**src/rtl/prio_enc_queue_pkg.sv**
```systemverilog
// Shared types and helpers for the priority-encoder request queue.
// clog2, onehot, slot state enum, N_MAX limit.
package prio_enc_pkg;

  localparam int N_MAX     = 64;
  localparam int IDX_MAX_W = 6;

  typedef enum logic {
    EMPTY = 1'b0,
    FULL  = 1'b1
  } slot_t;

  function automatic int clog2(input int v);
    int r;
    r = 0;
    while ((1 << r) < v) r++;
    return r;
  endfunction

  function automatic logic [N_MAX-1:0] onehot(
    input logic [IDX_MAX_W-1:0] idx,
    input int                   n
  );
    logic [N_MAX-1:0] r;
    r = '0;
    for (int i = 0; i < N_MAX; i++)
      r[i] = (i < n) && (int'(idx) == i);
    return r;
  endfunction

endpackage

```
**src/rtl/prio_enc_queue_if.sv**
```systemverilog
// Valid/ready output channel carrying a served source index.
// master: drives out_valid/out_idx, samples out_ready; slave: reverse.
interface prio_enc_if #(
  parameter int W = 3
);
  import prio_enc_pkg::*;

  logic         out_valid;
  logic         out_ready;
  logic [W-1:0] out_idx;

  modport master (
    output out_valid,
    output out_idx,
    input  out_ready
  );

  modport slave (
    input  out_valid,
    input  out_idx,
    output out_ready
  );
endinterface

```
**src/rtl/prio_enc_queue_find.sv**
```systemverilog
// Combinational first-set-bit finder: lowest set index of vec.
// Ports: vec (N) in, idx (clog2 N) out, any out (vec non-zero).
module prio_find_first
  import prio_enc_pkg::*;
#(
  parameter  int N = 8,
  localparam int W = clog2(N)
) (
  input  logic [N-1:0] vec,
  output logic [W-1:0] idx,
  output logic         any
);

  always_comb begin
    idx = '0;
    for (int i = N - 1; i >= 0; i--)
      if (vec[i]) idx = W'(i);
  end

  assign any = |vec;

endmodule

```
**src/rtl/prio_enc_queue.sv**
```systemverilog
// Sticky request capture + priority encoder feeding one valid/ready slot.
// Ports: clk, rst (sync high), req_i, dn (master), pend_o, coal_cnt. Macro PRIO_ENC_RR_EN selects round-robin.
module prio_enc_queue
  import prio_enc_pkg::*;
#(
  parameter  int N     = 8,
  parameter  int CNT_W = 16,
  localparam int W     = clog2(N)
) (
  input  logic             clk,
  input  logic             rst,
  input  logic [N-1:0]     req_i,
  prio_enc_if.master       dn,
  output logic [N-1:0]     pend_o,
  output logic [CNT_W-1:0] coal_cnt
);

  typedef logic [N-1:0] vec_t;
  localparam int SUM_W = CNT_W + 7;

  slot_t        state, state_nxt;
  logic [W-1:0] idx_q, idx_nxt;
  logic [W-1:0] first_idx;
  vec_t         pend, pend_nxt;
  vec_t         oh, clr, held, cand, coal;
  logic         xfer, load, cand_any;
  logic [6:0]   pop;
  logic [SUM_W-1:0] sum;
  logic [CNT_W-1:0] cnt_nxt;

  assign xfer = (state == FULL) && dn.out_ready;
  assign oh   = vec_t'(onehot(IDX_MAX_W'(idx_q), N));
  assign clr  = xfer ? oh : '0;
  // outstanding index may not be offered again until it transfers
  assign held = ((state == FULL) && !xfer) ? oh : '0;
  assign cand = (pend & ~clr & ~held) | req_i;
  assign load = ((state == EMPTY) || dn.out_ready) && cand_any;

  // a fresh request beats the clear on the same bit
  assign pend_nxt = (pend & ~clr) | req_i;
  assign coal     = req_i & pend & ~clr;

`ifdef PRIO_ENC_RR_EN
  logic [W-1:0]   rr_ptr, rr_nxt, start;
  logic [2*N-1:0] mask, wide;
  logic [W:0]     wide_idx;

  assign rr_nxt = (idx_q == W'(N - 1)) ? '0 : idx_q + 1'b1;
  // search start already reflects a transfer in this cycle
  assign start  = xfer ? rr_nxt : rr_ptr;

  always_comb begin
    mask = '0;
    for (int i = 0; i < 2 * N; i++)
      mask[i] = (i >= N) || (i >= int'(start));
  end

  assign wide = {cand, cand} & mask;

  prio_find_first #(.N(2 * N)) u_find (
    .vec (wide),
    .idx (wide_idx),
    .any (cand_any)
  );

  assign first_idx = (wide_idx >= (W+1)'(N))
                   ? W'(wide_idx - (W+1)'(N))
                   : wide_idx[W-1:0];

  always_ff @(posedge clk) begin
    if (rst)       rr_ptr <= '0;
    else if (xfer) rr_ptr <= rr_nxt;
  end
`else
  prio_find_first #(.N(N)) u_find (
    .vec (cand),
    .idx (first_idx),
    .any (cand_any)
  );
`endif

  always_comb begin
    pop = '0;
    for (int i = 0; i < N; i++)
      pop = pop + 7'(coal[i]);
  end

  assign sum     = SUM_W'(coal_cnt) + SUM_W'(pop);
  assign cnt_nxt = (sum > SUM_W'({CNT_W{1'b1}}))
                 ? {CNT_W{1'b1}} : sum[CNT_W-1:0];

  always_comb begin
    state_nxt = state;
    idx_nxt   = idx_q;
    if (load) begin
      state_nxt = FULL;
      idx_nxt   = first_idx;
    end else if (xfer) begin
      state_nxt = EMPTY;
    end
  end

  always_ff @(posedge clk) begin
    if (rst) begin
      state    <= EMPTY;
      idx_q    <= '0;
      pend     <= '0;
      coal_cnt <= '0;
    end else begin
      state    <= state_nxt;
      idx_q    <= idx_nxt;
      pend     <= pend_nxt;
      coal_cnt <= cnt_nxt;
    end
  end

  assign dn.out_valid = (state == FULL);
  assign dn.out_idx   = idx_q;
  assign pend_o       = pend;

endmodule

```
**src/flat_wrapper.sv**
```systemverilog
// flat-port wrapper written by rule: the top's interface ports become plain ports
module prio_enc_queue_flat import prio_enc_pkg::*;
#(
  parameter  int N     = 8,
  parameter  int CNT_W = 16,
  localparam int W     = clog2(N)
)
  (clk, rst, req_i, pend_o, coal_cnt, dn_out_valid, dn_out_idx, dn_out_ready);
  prio_enc_if #(.W(3)) dn_i ();
  input  logic clk;
  input  logic rst;
  input  logic [N-1:0] req_i;
  output logic [N-1:0] pend_o;
  output logic [CNT_W-1:0] coal_cnt;
  output wire logic [$bits(dn_i.out_valid)-1:0] dn_out_valid;
  output wire logic [$bits(dn_i.out_idx)-1:0] dn_out_idx;
  input wire logic [$bits(dn_i.out_ready)-1:0] dn_out_ready;
  assign dn_out_valid = dn_i.out_valid;
  assign dn_out_idx = dn_i.out_idx;
  assign dn_i.out_ready = dn_out_ready;
  prio_enc_queue #(.N(N), .CNT_W(CNT_W)) u_core (.clk(clk), .rst(rst), .req_i(req_i), .dn(dn_i), .pend_o(pend_o), .coal_cnt(coal_cnt));
endmodule
```
**config.mk**
```make
export PLATFORM = sky130hd
export DESIGN_NAME = prio_enc_queue_flat
export DESIGN_NICKNAME = d
export VERILOG_FILES = /design/src/rtl/prio_enc_queue_pkg.sv /design/src/rtl/prio_enc_queue_if.sv /design/src/rtl/prio_enc_queue_find.sv /design/src/rtl/prio_enc_queue.sv /design/src/flat_wrapper.sv
export SDC_FILE = /design/constraint.sdc
export NUM_CORES = 1
export LEC_CHECK = 0
export CORE_MARGIN = 10
export CORE_UTILIZATION = 50
export CTS_BUF_LIST = sky130_fd_sc_hd__clkbuf_16
export DETAILED_ROUTE_END_ITERATION = 12
export GPL_ROUTABILITY_DRIVEN = 0
export HOLD_SLACK_MARGIN = 0.03
export MAX_ROUTING_LAYER = met4
export PLACE_DENSITY = 0.86
export SYNTH_ARGS = -nofsm -noshare
export SYNTH_HDL_FRONTEND = slang
export SYNTH_HIERARCHICAL = 1
export SYNTH_SLANG_ARGS = --single-unit
```
**constraint.sdc**
```tcl
create_clock -name clk -period 6.2 [get_ports clk]
set_clock_uncertainty 0.15 [all_clocks]
set_input_delay 1.24 -clock clk [delete_from_list [all_inputs] [get_ports clk]]
set_output_delay 1.24 -clock clk [all_outputs]
set_load 0.02 [all_outputs]
```
==> results of run 1 <==
==> layout make-up <==
cell class	instances	area, sq um	area share [%]
Timing Repair Buffer	39	388	17.7
Clock inverter	1	3.75	0.171
Inverter	19	71.3	3.25
Clock buffer	3	75.1	3.42
Multi-Input combinational cell	149	1040	47.4
Sequential cell	28	561	25.5
Tap cell	46	57.6	2.62
==> synth_stat cells (all sizes together) <==
library cell  number  share of area [%]
or2                1               0.37
clkbuf             3               0.66
inv               19                4.2
nor2b              5                1.8
buf                2               0.88
and3               7                2.7
and4b              1               0.59
a21oi             21                7.1
a221oi             1                1.5
xor2               2                1.0
o21ai             16                4.9
a21boi             2               0.88
a21o               3                1.3
mux2i              3                1.8
ha                 7                5.2
nor4               2                1.1
or4                1               0.44
mux2               1               0.66
a311oi             1               0.52
nand2             15                3.3
nand4              1               0.37
a211oi             4                2.5
nand2b             4                1.5
xnor2              4                2.1
a31oi              7                2.6
nand3              6                2.1
and3b              1               0.52
or3                4                1.5
o31ai              5                2.2
o21bai             1               0.44
o41ai              1               0.52
nor2              17                3.9
fa                 5                5.9
dfxtp             28                 33
==> cell families (layout without fill, tap and decap cells) <==
family	Yosys count	in the layout	share of synthesized area (%)
compound gates	62	62	24.5
flops	28	28	33.0
fa+ha+maj	12	12	11.1
mux	4	4	2.43
xor+xnor	6	6	3.10
buf+inv	24	62	5.75
simple gates	65	65	20.1
==> sequential cells by signal, summed over array words and instances (netlist names) <==
register,cells
u_core/coal_cnt,16
u_core/dn.out_idx,3
u_core/dn.out_valid,1
u_core/pend_o,8
==> worst min-delay path by stage <==
stage               depth (start not counted)                            from                        endpoint
floorplan                                   2     u_core/pend_o[0]$_SDFF_PP0_     u_core/pend_o[0]$_SDFF_PP0_
global placement                            1  u_core/coal_cnt[12]$_SDFF_PP0_  u_core/coal_cnt[12]$_SDFF_PP0_
detailed placement                          1  u_core/coal_cnt[12]$_SDFF_PP0_  u_core/coal_cnt[12]$_SDFF_PP0_
CTS                                         1  u_core/coal_cnt[12]$_SDFF_PP0_  u_core/coal_cnt[12]$_SDFF_PP0_
global route                                2     u_core/pend_o[0]$_SDFF_PP0_     u_core/pend_o[0]$_SDFF_PP0_
finish                                      1  u_core/coal_cnt[12]$_SDFF_PP0_  u_core/coal_cnt[12]$_SDFF_PP0_
==> power groups by stage <==
| stage | Sequential [mW] | Combinational [mW] | Clock (mW) |
|---|---|---|---|
| 5_1_grt | 0.211 | 0.165 | 0.157 |
| 2_1_floorplan | 0.228 | 0.0744 | 0 |
| 4_1_cts | 0.208 | 0.148 | 0.149 |
| 3_5_place_dp | 0.212 | 0.148 | 0 |
| 6_report | 0.208 | 0.148 | 0.146 |
| 3_3_place_gp | 0.212 | 0.141 | 0 |
==> metrics by stage <==
step / instances / setup slack [ns] / utilization [%] / hold WS (ns)
after floorplan: 201 / 1.04 / - / 0.435
after global placement: 281 / 0.301 / 63.9 / 0.355
after detailed placement: 281 / 0.227 / 63.9 / 0.356
after CTS: 285 / 0.493 / 66.3 / 0.365
after global routing: 285 / 0.160 / 66.3 / 0.406
final: 285 / 0.476 / 66.3 / 0.360
==> layer usage <==
layer  share of wire, %  track usage [%]
met2                 46             20.1
met4                1.6             5.20
met1                 46             18.0
met3                5.9             2.39
met5                  0                -
==> worst reg2reg max path, cell delays in order (launching register included) <==
cell,delay [ns]
dfxtp_1,0.44
nor2b_1,0.21
nand2_1,0.13
o21ai_0,0.25
nor2_1,0.10
fa_1,0.49
fa_1,0.51
fa_1,0.44
inv_1,0.07
fa_1,0.44
fa_1,0.43
nand2b_1,0.23
a211oi_4,0.30
nand3_2,0.32
a21oi_1,0.24
==> reports/results.ini, run 1 <==
[pwr]
power.total_mw = 0.502
vdd_drop_max_v = 0.000163
sequentialPowerShare_pct = 41.5
p_clk_share_pct = 29.1
netSwitchingFraction_pct = 30.3
power_density_mw_per_mm2 = 229
combPwrFrac_pct = 29.4
p_sw_mw = 0.152
intPower_mw = 0.350
power.leakage_nw = 0.849

[floorplanning]
dieArea_sq_mm = 0.00613
die_x_um = 78.3
ioPinCount = 39
start_util_pct = 51.3
coreArea_sq_mm = 0.00331
rows = 21
die_h_um = 78.3

[layout]
fin_area_sq_mm = 0.00220
layout_commonest_cell = clkdlybuf4s50_1
drive_gt1_share_pct = 7.11
diodes = 0
fin_nets = 263
final_cell_mix = clkdlybuf4s50_1 (38), dfxtp_1 (28), inv_1 (19)
fillers = 281
area_growth_pct = 29.3

[synthesis]
syn_avg_cell_area_sq_um = 8.45
netlist_area_sq_mm = 0.00170
yosysSeqAreaShare_pct = 33.0
netlist_instances = 201
yosysWarnings = 6
ys_types = 42
syn_nets = 224
synth_seq_cells = 28

[cts]
clk_latency_ns = 0.26
clock-sinks = 28
hold_buffers = 0
cts_buffer_depth = 2
cts_resized = 0
clkTransAtPathRegs_ns = 0.06
cts_setup_buffers = 0
cts_tree = yes
numCtsBuffers = 3
cts_root_buf = clkbuf_16
h-tree-depth = 1

[drt]
routed_wl_um = 4020
drc = 0
wl_per_cell_um = 14.1
via_count = 1574
via_per_inst = 5.52
drtAntennaViolNets = 0
dr.pass1.iters = 5
drt_iter0_drc = 174

[worst_setup_path]
crit_top_cell = fa_1
critical_path.startpoint = dn_out_ready
cp-end-kind = flop
cp_cell_sequence = clkdlybuf4s50_1 > nand3_1 > o21ai_0 > nor2_1 > fa_1 > fa_1 > fa_1 > inv_1 > fa_1 > fa_1 > nand2b_1 > a211oi_4 > nand3_2 > a21oi_1
worstPathRequired_ns = 6.22
critPathMaxStageDelay_ns = 0.52
critPathMaxFanout = 12
crit_cells = 14
critPathBufInv = 2
cp-endpoint = u_core/coal_cnt[0]$_SDFF_PP0_
critPathArrivalTime_ns = 5.74
critPathKind = input port to flop
critPathSlowestCell = clkdlybuf4s50_1
reg2reg_depth = 14
r2r_start = u_core/dn.out_valid$_SDFFE_PP0P_
ff2ff_setup_slack_ns = 1.36
r2r-end = u_core/coal_cnt[0]$_SDFF_PP0_
cp-start-kind = input port
path_delay_family = adder cells

[sta]
fmaxAchievable_mhz = 175
hold_violations = 0
tightestPinTransition_ns = 1.16
finalSetupViolations = 0
finalSetupTns_ns = 0
post-route-min-period_ns = 5.72
relSlewSlack_pct = 22.5
period_share_pct = 92.3
grt_setup_unrepaired = false
drv_slew = 0

[global_routing]
track_usage_pct = 13.6
grt_start_max_net_pins = 30
antenna_found_initial = 0
grt_overflow = 0
grt_pass1_wl_um = 6930
grt_pass1_vias = 1488

[outcome]
outcome = finished clean

[place]
dpl_cell_area_sq_mm = 0.00212
hpwl_um = 3080
io_buffers = 38

[flow_run]
cap_violations = 0

[min_path]
hold_path.class = flop to flop

(Power assumes the default switching activity.)
==> inputs of run 2 (changes only) <==
--- a/config.mk
+++ b/config.mk
@@ -10,6 +10,7 @@
 export CTS_BUF_LIST = sky130_fd_sc_hd__clkbuf_16
 export DETAILED_ROUTE_END_ITERATION = 12
 export GPL_ROUTABILITY_DRIVEN = 0
+export GPL_TIMING_DRIVEN = 0
 export HOLD_SLACK_MARGIN = 0.03
 export MAX_ROUTING_LAYER = met4
 export PLACE_DENSITY = 0.86
==> constraint.sdc (replaced) <==
create_clock -name clk -period 6.2 [get_ports clk]
set_clock_uncertainty 0.15 [all_clocks]
set_input_delay 0.93 -clock clk [delete_from_list [all_inputs] [get_ports clk]]
set_output_delay 0.93 -clock clk [all_outputs]
set_load 0.02 [all_outputs]
==> run 2 against run 1 <==
Net effect:
- sequential share of layout area decreased by 0.22 points
- critical path depth increased by 1
- die area unchanged
- register-to-register slack got worse by 0.28 ns
- first-iteration DRC count decreased by 14%
- largest cell class unchanged
==> reports/results.ini, run 2 (synthesis gave the netlist of run 1 again) <==
[floorplanning]
rows = 21  ; unchanged
coreArea_sq_mm = 0.00331  ; unchanged
die_x_um = 78.3  ; unchanged
dieArea_sq_mm = 0.00613  ; unchanged
start_util_pct = 51.3  ; unchanged
die_h_um = 78.3  ; unchanged
ioPinCount = 39  ; unchanged

[place]
pre_cts_ws_ns = 0.377  ; was 0.227 ns
hpwl_um = 3350  ; was 3080 um
io_buffers = 38  ; unchanged

[worst_setup_path]
critPathKind = input port to flop  ; unchanged
critPathSlowestCell = fa_1  ; was clkdlybuf4s50_1
cp-start-kind = input port  ; unchanged
cp-end-kind = flop  ; unchanged
critPathBufInv = 3  ; was 2
critPathMaxFanout = 10  ; was 12
cp_cell_sequence = clkdlybuf4s50_1 > nand3_1 > o21ai_0 > nor2_1 > fa_1 > fa_1 > fa_1 > inv_1 > fa_1 > fa_1 > nand2b_1 > a211oi_4 > nand3_2 > buf_6 > a31oi_1  ; was clkdlybuf4s50_1 > nand3_1 > o21ai_0 > nor2_1 > fa_1 > fa_1 > fa_1 > inv_1 > fa_1 > fa_1 > nand2b_1 > a211oi_4 > nand3_2 > a21oi_1
worstPathRequired_ns = 6.23  ; was 6.22 ns
path_delay_family = adder cells  ; unchanged
critPathArrivalTime_ns = 5.62  ; was 5.74 ns
crit_top_cell = fa_1  ; unchanged
critPathMaxStageDelay_ns = 0.52  ; about the same

[pwr]
power.leakage_nw = 0.854  ; was 0.849 nW
power.total_mw = 0.507  ; was 0.502 mW
p_clk_share_pct = 29.9  ; was 29.1%
intPower_mw = 0.350  ; about the same
vdd_drop_max_v = 0.000161  ; was 0.000163 V
p_sw_mw = 0.158  ; was 0.152 mW
power_density_mw_per_mm2 = 229  ; about the same
netSwitchingFraction_pct = 31.1  ; was 30.3%
sequentialPowerShare_pct = 41.1  ; was 41.5%
combPwrFrac_pct = 29.0  ; was 29.4%

[global_routing]
track_usage_pct = 14.3  ; was 13.6%
antenna_found_initial = 0  ; unchanged
grt_overflow = 0  ; unchanged
grt_pass1_vias = 1570  ; was 1488
grt_pass1_wl_um = 7270  ; was 6930 um
grt_start_max_net_pins = 16  ; was 30

[drt]
wl_per_cell_um = 15.3  ; was 14.1 um
via_count = 1637  ; was 1574
via_per_inst = 5.66  ; was 5.52
dr.pass1.iters = 4  ; was 5
drc = 0  ; unchanged
drtAntennaViolNets = 0  ; unchanged
routed_wl_um = 4410  ; was 4020 um
drt_iter0_drc = 150  ; was 174

[outcome]
outcome = finished clean  ; unchanged

[cts]
hold_buffers = 0  ; unchanged
clkTransAtPathRegs_ns = 0.07  ; was 0.06 ns
cts_resized = 0  ; unchanged
clock-sinks = 28  ; unchanged
cts_buffer_depth = 2  ; unchanged
h-tree-depth = 1  ; unchanged
numCtsBuffers = 3  ; unchanged
cts_root_buf = clkbuf_16  ; unchanged
cts_tree = yes  ; unchanged
clk_latency_ns = 0.26  ; about the same
cts_setup_buffers = 0  ; unchanged

[layout]
diodes = 0  ; unchanged
layout_commonest_cell = clkdlybuf4s50_1  ; unchanged
top_register = u_core/coal_cnt  ; unchanged
largest_reg_flops = 16  ; unchanged
fillers = 308  ; was 281
final_util_pct = 66.9  ; was 66.3%
final_cell_mix = clkdlybuf4s50_1 (38), dfxtp_1 (28), inv_1 (19)  ; unchanged
area_growth_pct = 30.4  ; was 29.3%
drive_gt1_share_pct = 7.00  ; was 7.11%
fin_nets = 267  ; was 263

[flow_run]
cap_violations = 0  ; unchanged

[sta]
period_share_pct = 90.2  ; was 92.3%
tightestPinTransition_ns = 0.603  ; was 1.16 ns
finalSetupViolations = 0  ; unchanged
relSlewSlack_pct = 59.4  ; was 22.5%
setup_ws_ns = 0.610  ; was 0.476 ns
post-route-min-period_ns = 5.59  ; was 5.72 ns
drv_slew = 0  ; unchanged
finalSetupTns_ns = 0  ; unchanged
fmaxAchievable_mhz = 179  ; was 175 MHz
holdWs_ns = 0.372  ; was 0.360 ns
grt_setup_unrepaired = false  ; unchanged
hold_violations = 0  ; unchanged

[min_path]
hold_path.class = flop to flop  ; unchanged

## run 2: final cells by class
cell class	instances	area, sq um	share of cell area, %
clock buffers	3	75.1	3.39
flip-flops and latches	28	561	25.3
plain buffers	5	26.3	1.19
clock inverters	1	3.75	0.169
inverters	19	71.3	3.22
repair buffers	38	380	17.2
multi-input cells	149	1040	46.9
well taps	46	57.6	2.60
## run 2: worst paths after layout
check	end	from	slack, ns	cells after the start
worst max-delay path	u_core/coal_cnt[9]$_SDFF_PP0_	dn_out_ready	0.61	15
worst max register to register	u_core/coal_cnt[9]$_SDFF_PP0_	u_core/dn.out_idx[2]$_SDFFE_PP0P_	1.08	15
worst min register to register	u_core/coal_cnt[12]$_SDFF_PP0_	u_core/coal_cnt[12]$_SDFF_PP0_	0.37	1
worst min-delay path	u_core/coal_cnt[12]$_SDFF_PP0_	u_core/coal_cnt[12]$_SDFF_PP0_	0.37	1
## run 2: metal layers
layer	vias up	GRT usage, %	part of all wire (%)
li1	792	-	-
met1	787	17.6	44
met2	52	22.9	49
met3	6	2.28	5.1
met4	0	5.91	1.7
met5	-	-	0
## run 2: power by group through the flow
stage	Clock (mW)	Sequential, mW	Combinational, mW
floorplan	0	0.228	0.0744
global placement	0	0.212	0.141
detailed placement	0	0.212	0.147
CTS	0.154	0.208	0.148
global route	0.159	0.211	0.164
finish	0.152	0.209	0.147
## run 2: worst reg2reg max path, delay by kind of cell (launching register included)
family | cells | cell delay (ns)
simple gates | 4 | 0.76
buf+inv | 3 | 0.59
flops | 1 | 0.33
fa+ha+maj | 5 | 2.32
compound gates | 3 | 0.90
## run 2: through the flow
stage          std cells  area, sq um
6_report             289         2210
5_1_grt              289         2210
4_1_cts              289         2210
3_5_place_dp         285         2140
3_3_place_gp         285         2140
2_1_floorplan        201         1700
